## src/rtl/dmem_arb_pkg.sv

```systemverilog
// ---------------------------------------------------------------------------
// dmem_arb_pkg
// Shared types for the data-memory arbiter. It defines:
//   state_t   : the arbiter FSM states (IDLE, SERVE, RESP).
//   port_id_t : the 1-bit master identifier.
//   PORT_CORE : the core load/store unit (port 0).
//   PORT_AUX  : the debug/loader master (port 1).
// ---------------------------------------------------------------------------
package dmem_arb_pkg;

    typedef enum logic [1:0] {
        IDLE  = 2'd0,
        SERVE = 2'd1,
        RESP  = 2'd2
    } state_t;

    typedef logic port_id_t;

    localparam port_id_t PORT_CORE = 1'b0;
    localparam port_id_t PORT_AUX  = 1'b1;

endpackage

```

## src/rtl/rr_arbiter2.sv

```systemverilog
// ---------------------------------------------------------------------------
// rr_arbiter2
// This is a combinational two-way round-robin grant selector.
// Ports:
//   req0, req1  : the requests that are eligible this cycle.
//   last_grant  : the port that won the previous arbitration.
//   grant_valid : high when either request is high.
//   grant_id    : the winning port. When both ports request, the port that
//                 did not win last time gets the grant.
// ---------------------------------------------------------------------------
module rr_arbiter2
    import dmem_arb_pkg::*;
(
    input  logic     req0,
    input  logic     req1,
    input  port_id_t last_grant,
    output logic     grant_valid,
    output port_id_t grant_id
);

    always_comb begin
        grant_valid = req0 | req1;
        if (req0 && req1) begin
            grant_id = ~last_grant;
        end else if (req1) begin
            grant_id = PORT_AUX;
        end else begin
            grant_id = PORT_CORE;
        end
    end

endmodule

```

## src/rtl/data_mem_arbiter.sv

```systemverilog
// ---------------------------------------------------------------------------
// data_mem_arbiter
// This module shares one single-port data memory between the core LSU
// (port 0) and a secondary master (port 1). Each access passes through
// three states: IDLE, then SERVE, then RESP.
//
// Handshake: a master raises reqN. It holds reqN, weN, addrN and wdataN
// stable until ackN pulses for one cycle. rdataN and errN are valid while
// ackN is high. They keep their value until that port's next SERVE.
//
// Ports:
//   clk, rst          : clock and synchronous active-high reset.
//   req*/we*/addr*/wdata* : master request side.
//   ack*/rdata*/err*  : master response side. All are registered.
//   mem_*             : memory pins. They are driven only in SERVE and are
//                       zero otherwise. mem_read_data is combinational.
//   dbg_state_o       : the current FSM state, for observation.
// ---------------------------------------------------------------------------
module data_mem_arbiter
    import dmem_arb_pkg::*;
#(
    parameter int Bits    = 64,
    parameter int MemSize = 256
) (
    input  logic            clk,
    input  logic            rst,
    input  logic            req0,
    input  logic            req1,
    input  logic            we0,
    input  logic            we1,
    input  logic [Bits-1:0] addr0,
    input  logic [Bits-1:0] addr1,
    input  logic [Bits-1:0] wdata0,
    input  logic [Bits-1:0] wdata1,
    output logic            ack0,
    output logic            ack1,
    output logic [Bits-1:0] rdata0,
    output logic [Bits-1:0] rdata1,
    output logic            err0,
    output logic            err1,
    output logic [Bits-1:0] mem_access_addr,
    output logic [Bits-1:0] mem_write_data,
    output logic            mem_write_en,
    output logic            mem_read,
    input  logic [Bits-1:0] mem_read_data,
    output state_t          dbg_state_o
);

    localparam logic [Bits-1:0] MEM_LIMIT = Bits'(MemSize);

    state_t          state_q;
    port_id_t        owner_q;
    port_id_t        last_grant_q;
    logic            ack0_q, ack1_q;
    logic            err0_q, err1_q;
    logic [Bits-1:0] rdata0_q, rdata1_q;

    // In RESP, the port that is completing may not compete. This stops it
    // from winning again straight away when the other port is idle.
    logic     arb_req0, arb_req1;
    logic     grant_valid;
    port_id_t grant_id;

    assign arb_req0 = req0 & ~((state_q == RESP) && (owner_q == PORT_CORE));
    assign arb_req1 = req1 & ~((state_q == RESP) && (owner_q == PORT_AUX));

    rr_arbiter2 u_arb (
        .req0        (arb_req0),
        .req1        (arb_req1),
        .last_grant  (last_grant_q),
        .grant_valid (grant_valid),
        .grant_id    (grant_id)
    );

    // Select the owner's request fields.
    logic            sel_we;
    logic [Bits-1:0] sel_addr, sel_wdata, sel_rdata;
    logic            in_range, serving;

    assign serving   = (state_q == SERVE);
    assign sel_we    = (owner_q == PORT_AUX) ? we1    : we0;
    assign sel_addr  = (owner_q == PORT_AUX) ? addr1  : addr0;
    assign sel_wdata = (owner_q == PORT_AUX) ? wdata1 : wdata0;
    // Compare at full width so that high address bits cannot alias into range.
    assign in_range  = (sel_addr < MEM_LIMIT);
    // Writes and out-of-range accesses return zero.
    assign sel_rdata = (in_range && !sel_we) ? mem_read_data : '0;

    assign mem_access_addr = serving ? sel_addr  : '0;
    assign mem_write_data  = serving ? sel_wdata : '0;
    assign mem_write_en    = serving & sel_we  & in_range;
    assign mem_read        = serving & ~sel_we & in_range;

    always_ff @(posedge clk) begin
        if (rst) begin
            state_q      <= IDLE;
            owner_q      <= PORT_CORE;
            last_grant_q <= PORT_AUX;
            ack0_q       <= 1'b0;
            ack1_q       <= 1'b0;
            err0_q       <= 1'b0;
            err1_q       <= 1'b0;
            rdata0_q     <= '0;
            rdata1_q     <= '0;
        end else begin
            ack0_q <= 1'b0;
            ack1_q <= 1'b0;
            case (state_q)
                IDLE, RESP: begin
                    if (grant_valid) begin
                        state_q      <= SERVE;
                        owner_q      <= grant_id;
                        last_grant_q <= grant_id;
                    end else begin
                        state_q <= IDLE;
                    end
                end
                SERVE: begin
                    state_q <= RESP;
                    if (owner_q == PORT_CORE) begin
                        rdata0_q <= sel_rdata;
                        err0_q   <= ~in_range;
                        ack0_q   <= 1'b1;
                    end else begin
                        rdata1_q <= sel_rdata;
                        err1_q   <= ~in_range;
                        ack1_q   <= 1'b1;
                    end
                end
                default: state_q <= IDLE;
            endcase
        end
    end

    assign ack0        = ack0_q;
    assign ack1        = ack1_q;
    assign rdata0      = rdata0_q;
    assign rdata1      = rdata1_q;
    assign err0        = err0_q;
    assign err1        = err1_q;
    assign dbg_state_o = state_q;

endmodule

```

## config.mk

```make
export PLATFORM = sky130hd
export DESIGN_NAME = data_mem_arbiter
export DESIGN_NICKNAME = d
export VERILOG_FILES = /design/src/rtl/dmem_arb_pkg.sv /design/src/rtl/rr_arbiter2.sv /design/src/rtl/data_mem_arbiter.sv
export SDC_FILE = /design/constraint.sdc
export NUM_CORES = 1
export LEC_CHECK = 0
export BUFFER_PORTS_ARGS = -buffer_cell sky130_fd_sc_hd__buf_2
export CORE_AREA = 4 4 229 231
export DETAILED_ROUTE_END_ITERATION = 10
export DIE_AREA = 0 0 233 235
export GPL_TIMING_DRIVEN = 0
export SLEW_MARGIN = 20
export SYNTH_ARGS = -nofsm -noshare
export SYNTH_HDL_FRONTEND = slang
export SYNTH_SLANG_ARGS = --single-unit
export TNS_END_PERCENT = 100
```

## constraint.sdc

```tcl
create_clock -name clk -period 1.7 [get_ports clk]
set_input_delay 0.085 -clock clk [delete_from_list [all_inputs] [get_ports clk]]
set_output_delay 0.085 -clock clk [all_outputs]
set_load 0.005 [all_outputs]
```

==> flow_summary.json, run 1 <==
{
  "status": "finished with violations",
  "violations": "negative setup slack",
  "synth_fp_nets": 1267,
  "p_int_mw": 6.47,
  "p_per_area_nw_per_um2": 631,
  "rsz0062_at_grt": "true",
  "avgSynthCellArea_um2": 8.08,
  "fmax_mhz": 530,
  "r2r-start": "owner_q",
  "rows": 82,
  "grt_pass1_wl_mm": 71.6,
  "power_mw": 9.24,
  "ios": 590,
  "worstSetupPathType": "reg -> out",
  "start_util_pct": 15.2,
  "antenna_found_initial": 23,
  "power_frac_seq_pct": 34.8,
  "die-area_um2": 54800,
  "clk_latency_ns": 0.44,
  "grt_pass1_vias": 10571,
  "die_h_um": 235,
  "leakage_nw": 6.48,
  "clock_sinks": 136,
  "min_period_ns": 1.89,
  "gp_congestion": 0.990,
  "clkSlewWorstSetupHoldPaths_ns": 0.06,
  "fin_nets": 1981,
  "track_usage_pct": 17.8,
  "maxCapViolCount": 0,
  "numPlacedInstances": 2203,
  "dr.first_iter.drc_count": 441,
  "synth_ff_type": "dfxtp_1",
  "path_buf_inv": 4,
  "drt_first_pass_iters": 4,
  "min_to": "dbg_state_o[0]",
  "drt_wl_total_mm": 52.3,
  "yosysTopAreaCellShare_pct": 35.8,
  "antenna_left": 0,
  "vias": 10134,
  "synth_area_leaders": "dfxtp_1 36%, mux2i_1 17%, o21ai_2 11%",
  "yosysWarnings": 0,
  "synthesis.area_um2": 7600,
  "hold_viol": 0,
  "switching_share_pct": 30.0,
  "finClkSkew_ns": 0.0148,
  "slowest_delay_ns": 0.36,
  "cts_made_buffers": 17,
  "path_cells": "buf_6, clkbuf_16, buf_12, mux2i_4, nor2_1, buf_2",
  "drv_slew": 0,
  "grt_max_degree": 17,
  "r2r_end": "rdata0[21]",
  "hpwl_mm": 41.8,
  "whs_path_depth": 4,
  "grt-ovfl-total": 0,
  "yosysSeqAreaShare_pct": 35.8,
  "die_w_um": 233,
  "tightestPinTransition_ns": 0.662,
  "ys_async_sr_fraction_pct": 0,
  "required_ns": 1.62,
  "finalCritPeriodShare_pct": 111,
  "drive_gt1_share_pct": 55.7,
  "clock_path_buffers": 2,
  "clkPwrFrac_pct": 39.4,
  "via_per_inst": 4.30,
  "reg2reg_slack_ns": -0.13,
  "reg2reg_depth": 9,
  "synth_cells": 941,
  "peakVddDrop_v": 0.000631,
  "crit_family": "buffers and inverters",
  "finalSetupViolCount": 249,
  "yosysTopAreaCell": "dfxtp_1",
  "cts-root-buf": "clkbuf_16",
  "cts_tree": "yes",
  "synth-seq-cells": 136,
  "setup_ws_ns": -0.186,
  "fin_hold_ws_ns": 0.131,
  "htree_levels": 4,
  "area_delta_synth_final_pct": 92.6,
  "critical-path-slowest-cell": "mux2i_4",
  "port-buffer-count": 589,
  "synth_edf_count": 0,
  "combPwrFrac_pct": 25.8,
  "wl_per_cell_um": 22.2,
  "synth_cell_types": 37,
  "cp_max_fo": 6,
  "design.core.area_um2": 50100,
  "slew_headroom_pct": 55.8,
  "worstHoldStart": "req0",
  "cp-start-kind": "flop",
  "cp.arrival_ns": 1.80,
  "drc_errors": 0,
  "fin_cells": 2357,
  "switchingPower_mw": 2.77,
  "endpoint_kind": "output port",
  "min_path_type": "in -> reg",
  "fillers": 5372
}
[final cells by class]
class	instances	area [um^2]	share of cell area, %
diodes	17	42.5	0.290
plain buffers	83	1040	7.12
clock buffers	20	447	3.05
clock inverters	12	115	0.786
inverters	2	11.3	0.0769
multi-input cells	720	5140	35.1
flip-flops and latches	136	2730	18.6
well taps	672	841	5.74
repair buffers	695	4280	29.2
[worst max-delay path by stage]
stage,start,to,slack [ns],cells after the start
after global placement,addr1[41],mem_read,-1.09,7
after global routing,owner_q,mem_write_en,-0.28,7
after detailed placement,addr1[41],mem_read,-1.14,7
after floorplan,owner_q,rdata0[26],0.11,6
after CTS,owner_q,mem_write_data[55],-0.20,6
final,owner_q,mem_write_data[39],-0.19,6
[cell families (layout without fill, tap and decap cells)]
family | count (synthesis) | in the layout | synth area share, %
mux | 128 | 128 | 16.9
other cells | 0 | 17 | 0
simple gates | 447 | 448 | 26.5
flops | 136 | 136 | 35.8
compound gates | 144 | 144 | 14.9
buf+inv | 86 | 812 | 5.94
[what timing repair did]
item	in CTS	in global routing
pin swaps	17	53
cloned	11	10
endpoints found under the hold margin	129	0
buffers inserted	13	7
hold buffers	65	0
resized for setup	226	114
endpoints found under the setup margin	263	258
[layout by cell type, fill, tap and decap left out, types with 3 or more instances in the layout]
cell type / count
buf_2: 590
buf_6: 11
o21ai_1: 11
nor2_1: 115
o21ai_4: 5
a211oi_1: 3
mux2i_2: 13
dlygate4sd3_1: 65
mux2i_1: 87
mux2i_4: 28
and4_1: 4
nor2_4: 8
buf_12: 24
o21ai_2: 112
clkbuf_16: 37
clkbuf_2: 12
clkinv_2: 3
inv_6: 4
clkbuf_8: 11
nor4_2: 3
dfxtp_1: 133
nand3_1: 129
nor2_2: 14
clkbuf_1: 17
buf_8: 6
buf_4: 17
a21oi_1: 3
diode_2: 17
nand2_1: 130
buf_16: 3
clkinvlp_4: 3
clkbuf_4: 3
nor4_1: 22
[stage by stage]
stage               setup slack [ns]  utilization (%)  setup TNS, ns  area (um^2)
floorplan                      0.107                -              0         7600
global placement               -1.09             22.8        -186.42        11400
detailed placement             -1.14             22.8        -181.21        11400
CTS                           -0.201             27.7         -27.31        13900
global route                  -0.278             29.2         -37.41        14600
finish                        -0.186             29.3         -18.08        14600
[power by group through the flow]
stage / logic [mW] / clock network, mW / registers [mW]
2_1_floorplan: 0.662 / 0 / 3.28
3_3_place_gp: 1.66 / 0 / 3.28
3_5_place_dp: 1.67 / 0 / 3.28
4_1_cts: 2.31 / 3.75 / 3.21
5_1_grt: 2.51 / 3.88 / 3.21
6_report: 2.38 / 3.64 / 3.22
[metal layers]
layer  part of all wire (%)  track usage [%]
met5                  0.025                0
met3                    7.2             4.52
met4                    4.8             9.06
met1                     35             18.5
met2                     53             32.8
[cell usage after synthesis, drive strengths merged (4+ instances only)]
cell type  number
nor2          137
dfxtp         136
nand2         130
nand3         129
o21ai         129
mux2i         128
buf            42
clkbuf         42
nor4           26
and4            6
a211oi          4
a21oi           4
nor3            4
[worst register-to-register path, stage by stage (launching register included)]
cell and delay [ns]:
dfxtp_2 0.32, buf_6 0.12, buf_6 0.11, clkinvlp_4 0.14, nor4b_4 0.31, buf_4 0.17
o211ai_4 0.11, buf_12 0.18, clkbuf_16 0.17, o21ai_2 0.13
No activity file was read; power rests on OpenSTA's default activity.
==> run 2, diff against run 1 <==
--- a/config.mk
+++ b/config.mk
@@ -5,10 +5,11 @@
 export SDC_FILE = /design/constraint.sdc
 export NUM_CORES = 1
 export LEC_CHECK = 0
+export ABC_AREA = 1
 export BUFFER_PORTS_ARGS = -buffer_cell sky130_fd_sc_hd__buf_2
-export CORE_AREA = 4 4 229 231
+export CORE_AREA = 4 4 225 227
 export DETAILED_ROUTE_END_ITERATION = 10
-export DIE_AREA = 0 0 233 235
+export DIE_AREA = 0 0 229 231
 export GPL_TIMING_DRIVEN = 0
 export SLEW_MARGIN = 20
 export SYNTH_ARGS = -nofsm -noshare
==> constraint.sdc (replaced) <==
create_clock -name clk -period 1.7 [get_ports clk]
set_input_delay 0.17 -clock clk [delete_from_list [all_inputs] [get_ports clk]]
set_output_delay 0.17 -clock clk [all_outputs]
set_load 0.005 [all_outputs]
==> run 2 against run 1 <==
Compared with the run above:
- the flow still finishes with violations (negative setup slack)
- combinational power grew 13%
- sequential share of layout area up 1.6 points
- count of clock-buffer cells in the layout down 2
==> flow_summary.json, run 2 <==
{
  "status": "finished with violations",
  "violations": "negative setup slack",
  "ios": 590,
  "hold_viol": 0,
  "finClkSkew_ns": 0.0133,
  "setup_ws_ns": -0.855,
  "fmax_mhz": 391,
  "leakage_nw": 6.64,
  "drive_gt1_share_pct": 50.7,
  "start_util_pct": 14.3,
  "synth_common_cells": "185 x nand2_1, 153 x a21oi_1, 136 x dfxtp_1, 136 x o21ai_0, 72 x a22o_1",
  "required_ns": 1.53,
  "die-area_um2": 52900,
  "switchingPower_mw": 3.23,
  "grt_pass1_vias": 9493,
  "ys_async_sr_fraction_pct": 0,
  "clkSlewWorstSetupHoldPaths_ns": 0.07,
  "cts_made_buffers": 17,
  "p_per_area_nw_per_um2": 759,
  "r2r-start": "owner_q",
  "die_h_um": 231,
  "worst_path_most_repeated_cell": "buf_12",
  "p_int_mw": 6.99,
  "switching_share_pct": 31.7,
  "maxCapViolCount": 0,
  "combPwrFrac_pct": 26.3,
  "register_area_um2": 2730,
  "clk_latency_ns": 0.45,
  "synth_cell_types": 23,
  "clock_path_buffers": 2,
  "yosysTopAreaCellShare_pct": 39.1,
  "clkPwrFrac_pct": 39.5,
  "grt_max_degree": 17,
  "cp-start-kind": "flop",
  "mostFrequentLayoutCells": "591 x buf_2, 155 x nand2_1, 134 x dfxtp_1",
  "die_w_um": 229,
  "synth_edf_count": 0,
  "synthesis.area_um2": 6960,
  "synth_area_leaders": "dfxtp_1 39%, a21oi_1 11%, nand2_1 10%",
  "yosysTopAreaCell": "dfxtp_1",
  "multi_input_area_um2": 4100,
  "rows": 81,
  "finalSetupViolCount": 260,
  "fin_nets": 2006,
  "min_path_type": "in -> reg",
  "synth.most_common_cell": "nand2_1",
  "power_frac_seq_pct": 34.1,
  "dr.first_iter.drc_count": 701,
  "cts_tree": "yes",
  "synth_cells": 976,
  "dp_worst_setup_slack_ns": -1.72,
  "via_per_inst": 4.34,
  "worstSetupPathType": "reg -> out",
  "worstHoldStart": "mem_read_data[33]",
  "grt-ovfl-total": 0,
  "finalCritPeriodShare_pct": 150,
  "peakVddDrop_v": 0.000458,
  "whs_path_depth": 3,
  "drc_errors": 0,
  "power_mw": 10.2,
  "avgSynthCellArea_um2": 7.13,
  "slew_headroom_pct": 33.3,
  "design.core.area_um2": 48600,
  "critical-path-slowest-cell": "dfxtp_4",
  "port-buffer-count": 589,
  "wl_per_cell_um": 20.9,
  "track_usage_pct": 17.0,
  "gp_congestion": 0.895,
  "tns_ns": -131.37,
  "tightestPinTransition_ns": 1.00,
  "min_period_ns": 2.56,
  "yosysWarnings": 0,
  "synth-seq-cells": 136,
  "synth_fp_nets": 1302,
  "path_cells": "buf_12, buf_12, nand2_1, o21ai_4, nand2_2, nor2_1, nand2_1, nor2_4, nand2_4, nor2_4, buf_12, nand2_4, nor2_1, buf_2",
  "reg2reg_depth": 16,
  "drv_slew": 0,
  "antenna_found_initial": 15,
  "final_common_cell": "buf_2",
  "hpwl_mm": 37.4,
  "grt_pass1_wl_mm": 66.6,
  "htree_levels": 4,
  "vias": 10127,
  "min_to": "rdata0[33]",
  "area_delta_synth_final_pct": 93.6,
  "cts-root-buf": "clkbuf_16",
  "clock_sinks": 136,
  "cp.arrival_ns": 2.39,
  "slowest_delay_ns": 0.38,
  "endpoint_kind": "output port",
  "yosysSeqAreaShare_pct": 39.1,
  "reg2reg_slack_ns": -0.78,
  "antenna_left": 0,
  "rsz0062_at_grt": "true",
  "synth_ff_type": "dfxtp_1",
  "drt_first_pass_iters": 5,
  "cp_max_fo": 6,
  "fillers": 5312,
  "r2r_end": "rdata1[9]",
  "drt_wl_total_mm": 48.7
}
[run 2: changes by cell type in the layout (fill, tap and decap cells not counted), sizes merged, moves of 6 or more]
| cell | change |
|---|---|
| a22o | +72 |
| o21ai | +11 |
| nor4 | -25 |
| buf | -6 |
| a21oi | +149 |
| nand2 | +55 |
| mux2i | -127 |
| nor2 | -72 |
| inv | +64 |
| nand3 | -63 |
| and4 | -6 |
[run 2: critical path, delay by kind of cell, from the launching register on]
kind | cells | cell delay [ns]
DFF | 1 | 0.38
buffers and inverters | 4 | 0.52
AOI/OAI and AO/OA | 1 | 0.09
and+or+nand+nor | 9 | 0.93
[run 2: metrics by stage]
step	hold WS (ns)	area (um^2)	utilization, %	instances
finish	0.0256	13500	27.7	2332
global route	0.00188	13400	27.6	2321
CTS	0.00342	12800	26.2	2299
detailed placement	0.444	10700	22.1	2187
global placement	0.441	10700	22.1	2187
floorplan	0.239	7010	-	976
[run 2: what timing repair did]
item / CTS / global route
hold endpoints to repair: 108 / 8
hold buffers: 56 / 5
pin swaps: 10 / 49
gates cloned: 5 / 3
buffers inserted: 19 / 11
setup endpoints to repair: 260 / 263
resized for setup: 126 / 134
[run 2: layout make-up]
cell class                 count  area share (%)
clock buffer                  18            3.19
sequential                   136            20.2
antenna                       17           0.316
clock inverter                14            1.37
tap                          622            5.78
timing repair inverter         1          0.0836
multi-input combinational    687            30.4
timing repair buffer         684            29.9
buffer                        91            6.86
inverter                      62            1.87
[run 2: metal layers]
metal / GRT usage [%] / wire [um] / vias to the layer above
met5: 0 / 37 / -
met4: 3.94 / 629 / 6
met3: 5.45 / 3830 / 37
met2: 25.6 / 21800 / 488
met1: 23.8 / 22400 / 4817
li1: - / - / 4779
[run 2: cell families (layout without fill, tap and decap cells)]
group | count (synthesis) | after routing | share of synthesized area, %
AO/OA/AOI/OAI | 367 | 367 | 30.3
AND/OR/NAND/NOR | 319 | 319 | 20.7
buffers and inverters | 153 | 870 | 9.67
flip-flops | 136 | 136 | 39.1
multiplexers | 1 | 1 | 0.144
other | 0 | 17 | 0
[run 2: power groups by stage]
stage / clock network, mW / registers, mW / logic [mW]
after floorplan: 0 / 3.56 / 0.900
after global placement: 0 / 3.55 / 2.18
after detailed placement: 0 / 3.55 / 2.18
after CTS: 4.17 / 3.48 / 2.55
after global routing: 4.30 / 3.51 / 2.91
final: 4.04 / 3.49 / 2.69
[run 2: worst max path at each step]
stage,from,end,cells after the start
final,owner_q,mem_read,14
after global routing,owner_q,mem_read,14
after CTS,owner_q,mem_read,14
after detailed placement,owner_q,mem_read,8
after global placement,owner_q,mem_read,8
after floorplan,owner_q,rdata0[0],15
==> run 3, diff against run 2 <==
==> constraint.sdc (replaced) <==
create_clock -name clk -period 3 [get_ports clk]
set_input_delay 0.3 -clock clk [delete_from_list [all_inputs] [get_ports clk]]
set_output_delay 0.3 -clock clk [all_outputs]
set_load 0.005 [all_outputs]
==> run 3 against run 2 <==
Compared with the run above:
- the run now ends clean
- sequential power fell by 44%
- critical path depth fell by 1
- worst setup slack improved by 1.0 ns
- cell count fell by 4.5%
- count of clock-buffer cells in the layout did not move
- flip-flop and latch count did not move
- sequential share of layout area rose by 3.6 points
- die area did not move
- register-to-register slack improved by 1.3 ns
- highest routed layer unchanged
==> flow_summary.json, run 3 (same netlist as run 2, synthesis figures left out) <==
{
  "track_usage_pct": 16.0,
  "port-buffer-count": 589,
  "met1_usage_pct": 21.0,
  "grtUsageMet3_pct": 7.72,
  "grt_pass1_vias": 8820,
  "cts_hold_buf": 0,
  "tightestPinTransition_ns": 0.989,
  "drt_wl_total_mm": 45.3,
  "worstSetupPathType": "reg -> out",
  "drv_slew": 0,
  "finalCritPeriodShare_pct": 93.9,
  "required_ns": 2.70,
  "antenna_found_initial": 20,
  "cts_made_buffers": 17,
  "drive_gt1_share_pct": 43.7,
  "status": "complete, no violations",
  "start_util_pct": 14.3,
  "mostFrequentLayoutCells": "600 x buf_2, 184 x nand2_1, 153 x a21oi_1",
  "dr.first_iter.drc_count": 637,
  "drc_errors": 0,
  "cp-start-kind": "flop",
  "critical-path-slowest-cell": "o21ai_0",
  "die_w_um": 229,
  "final_common_cell": "buf_2",
  "dp_worst_setup_slack_ns": -0.514,
  "fmax_mhz": 355,
  "peakVddDrop_v": 0.000355,
  "setup_ws_ns": 0.183,
  "finClkSkew_ns": 0.0141,
  "leakage_nw": 5.95,
  "slowest_delay_ns": 0.38,
  "switching_share_pct": 30.9,
  "busiest_layer": "met2",
  "cts-root-buf": "clkbuf_16",
  "clkPwrFrac_pct": 41.6,
  "antenna_left": 0,
  "gp_congestion": 0.929,
  "cp_max_fo": 10,
  "maxCapViolCount": 0,
  "combPwrFrac_pct": 22.3,
  "ios": 590,
  "grt-ovfl-total": 0,
  "whs_path_depth": 3,
  "min_period_ns": 2.82,
  "area_delta_synth_final_pct": 63.9,
  "die-area_um2": 52900,
  "crit_family": "simple AND/OR/NAND/NOR gates",
  "fillers": 5532,
  "endpoint_kind": "output port",
  "clock_sinks": 136,
  "cp.arrival_ns": 2.52,
  "fin_hold_ws_ns": 0.0970,
  "vias": 9565,
  "min_path_type": "in -> reg",
  "critical_path_depth": 13,
  "fin_nets": 1910,
  "rows": 81,
  "power_frac_seq_pct": 36.1,
  "grt_max_degree": 20,
  "clk_latency_ns": 0.47,
  "p_int_mw": 3.78,
  "tns_ns": 0,
  "finalSetupViolCount": 0,
  "reg2reg_depth": 14,
  "die_h_um": 231,
  "htree_levels": 4,
  "clock_path_buffers": 2,
  "wl_per_cell_um": 20.3,
  "cts_tree": "yes",
  "path_buf_inv": 4,
  "path_cells": "buf_6, buf_6, o21ai_0, nand2_1, nor2_1, nand2_1, nor2_1, nand2_2, nor2_4, buf_6, nand2_1, nor2_1, buf_2",
  "hpwl_mm": 36.8,
  "slew_headroom_pct": 34.1,
  "grt_pass1_wl_mm": 61.6,
  "p_per_area_nw_per_um2": 479,
  "hold_viol": 0,
  "clkSlewWorstSetupHoldPaths_ns": 0.07,
  "switchingPower_mw": 1.69,
  "design.core.area_um2": 48600,
  "drt_first_pass_iters": 5,
  "via_per_inst": 4.29,
  "grt_use_met2_pct": 22.8
}
==> run 3: cell types whose count changed in the layout (fill, tap and decap cells not counted), sizes merged <==
cell and delta:
bufbuf -2, buf -28, clkinv +1, dlygate4sd3 -61, inv -3, clkbuf -4, diode -7
==> run 3: stage by stage <==
step | instance area [um^2] | cells | util [%] | power [mW]
after global placement | 10700 | 2187 | 22.0 | 3.23
after floorplan | 6960 | 976 | - | 2.52
after detailed placement | 10700 | 2187 | 22.0 | 3.23
after CTS | 11400 | 2218 | 23.4 | 5.55
after global routing | 11400 | 2221 | 23.4 | 5.75
final | 11400 | 2228 | 23.5 | 5.47
==> run 3: tightest hold or removal path: stages <==
cell,delay [ns]
buf_2,0.10
nand3_2,0.06
a21oi_1,0.05
==> run 3: cell type report <==
type / instances / area, um^2 / share of cell area (%)
Antenna cell: 10 / 25.0 / 0.219
Buffer: 90 / 493 / 4.32
Clock buffer: 18 / 439 / 3.85
Clock inverter: 13 / 186 / 1.63
Inverter: 62 / 235 / 2.06
Multi-Input combinational cell: 687 / 3570 / 31.3
Sequential cell: 136 / 2720 / 23.9
Tap cell: 622 / 778 / 6.82
Timing Repair Buffer: 590 / 2960 / 25.9
==> run 3: per-layer routing <==
layer | vias to the layer above | share of wire (%)
li1 | 4577 | -
met1 | 4450 | 44
met2 | 450 | 43
met3 | 72 | 11
met4 | 16 | 2.4
met5 | - | 0.23
==> run 3: path summary, 6_finish.rpt <==
kind	from	end	slack [ns]
worst max register to register	owner_q	rdata0[0]	0.49
worst max-delay path	owner_q	mem_read	0.18
worst min register to register	last_grant_q	last_grant_q	0.46
worst min-delay path	mem_read_data[57]	rdata1[57]	0.1
==> run 3: power by group through the flow <==
stage | Clock, mW | Combinational [mW] | Sequential, mW
6_report | 2.27 | 1.22 | 1.97
2_1_floorplan | 0 | 0.501 | 2.02
5_1_grt | 2.42 | 1.34 | 1.99
4_1_cts | 2.35 | 1.22 | 1.97
3_5_place_dp | 0 | 1.21 | 2.01
3_3_place_gp | 0 | 1.22 | 2.01
==> run 3: what timing repair did <==
action / CTS / global route
cloned: 0 / 0
pin swaps: 1 / 0
setup buffers: 1 / 0
gates resized for setup: 25 / 12
setup endpoints to repair: 132 / 40
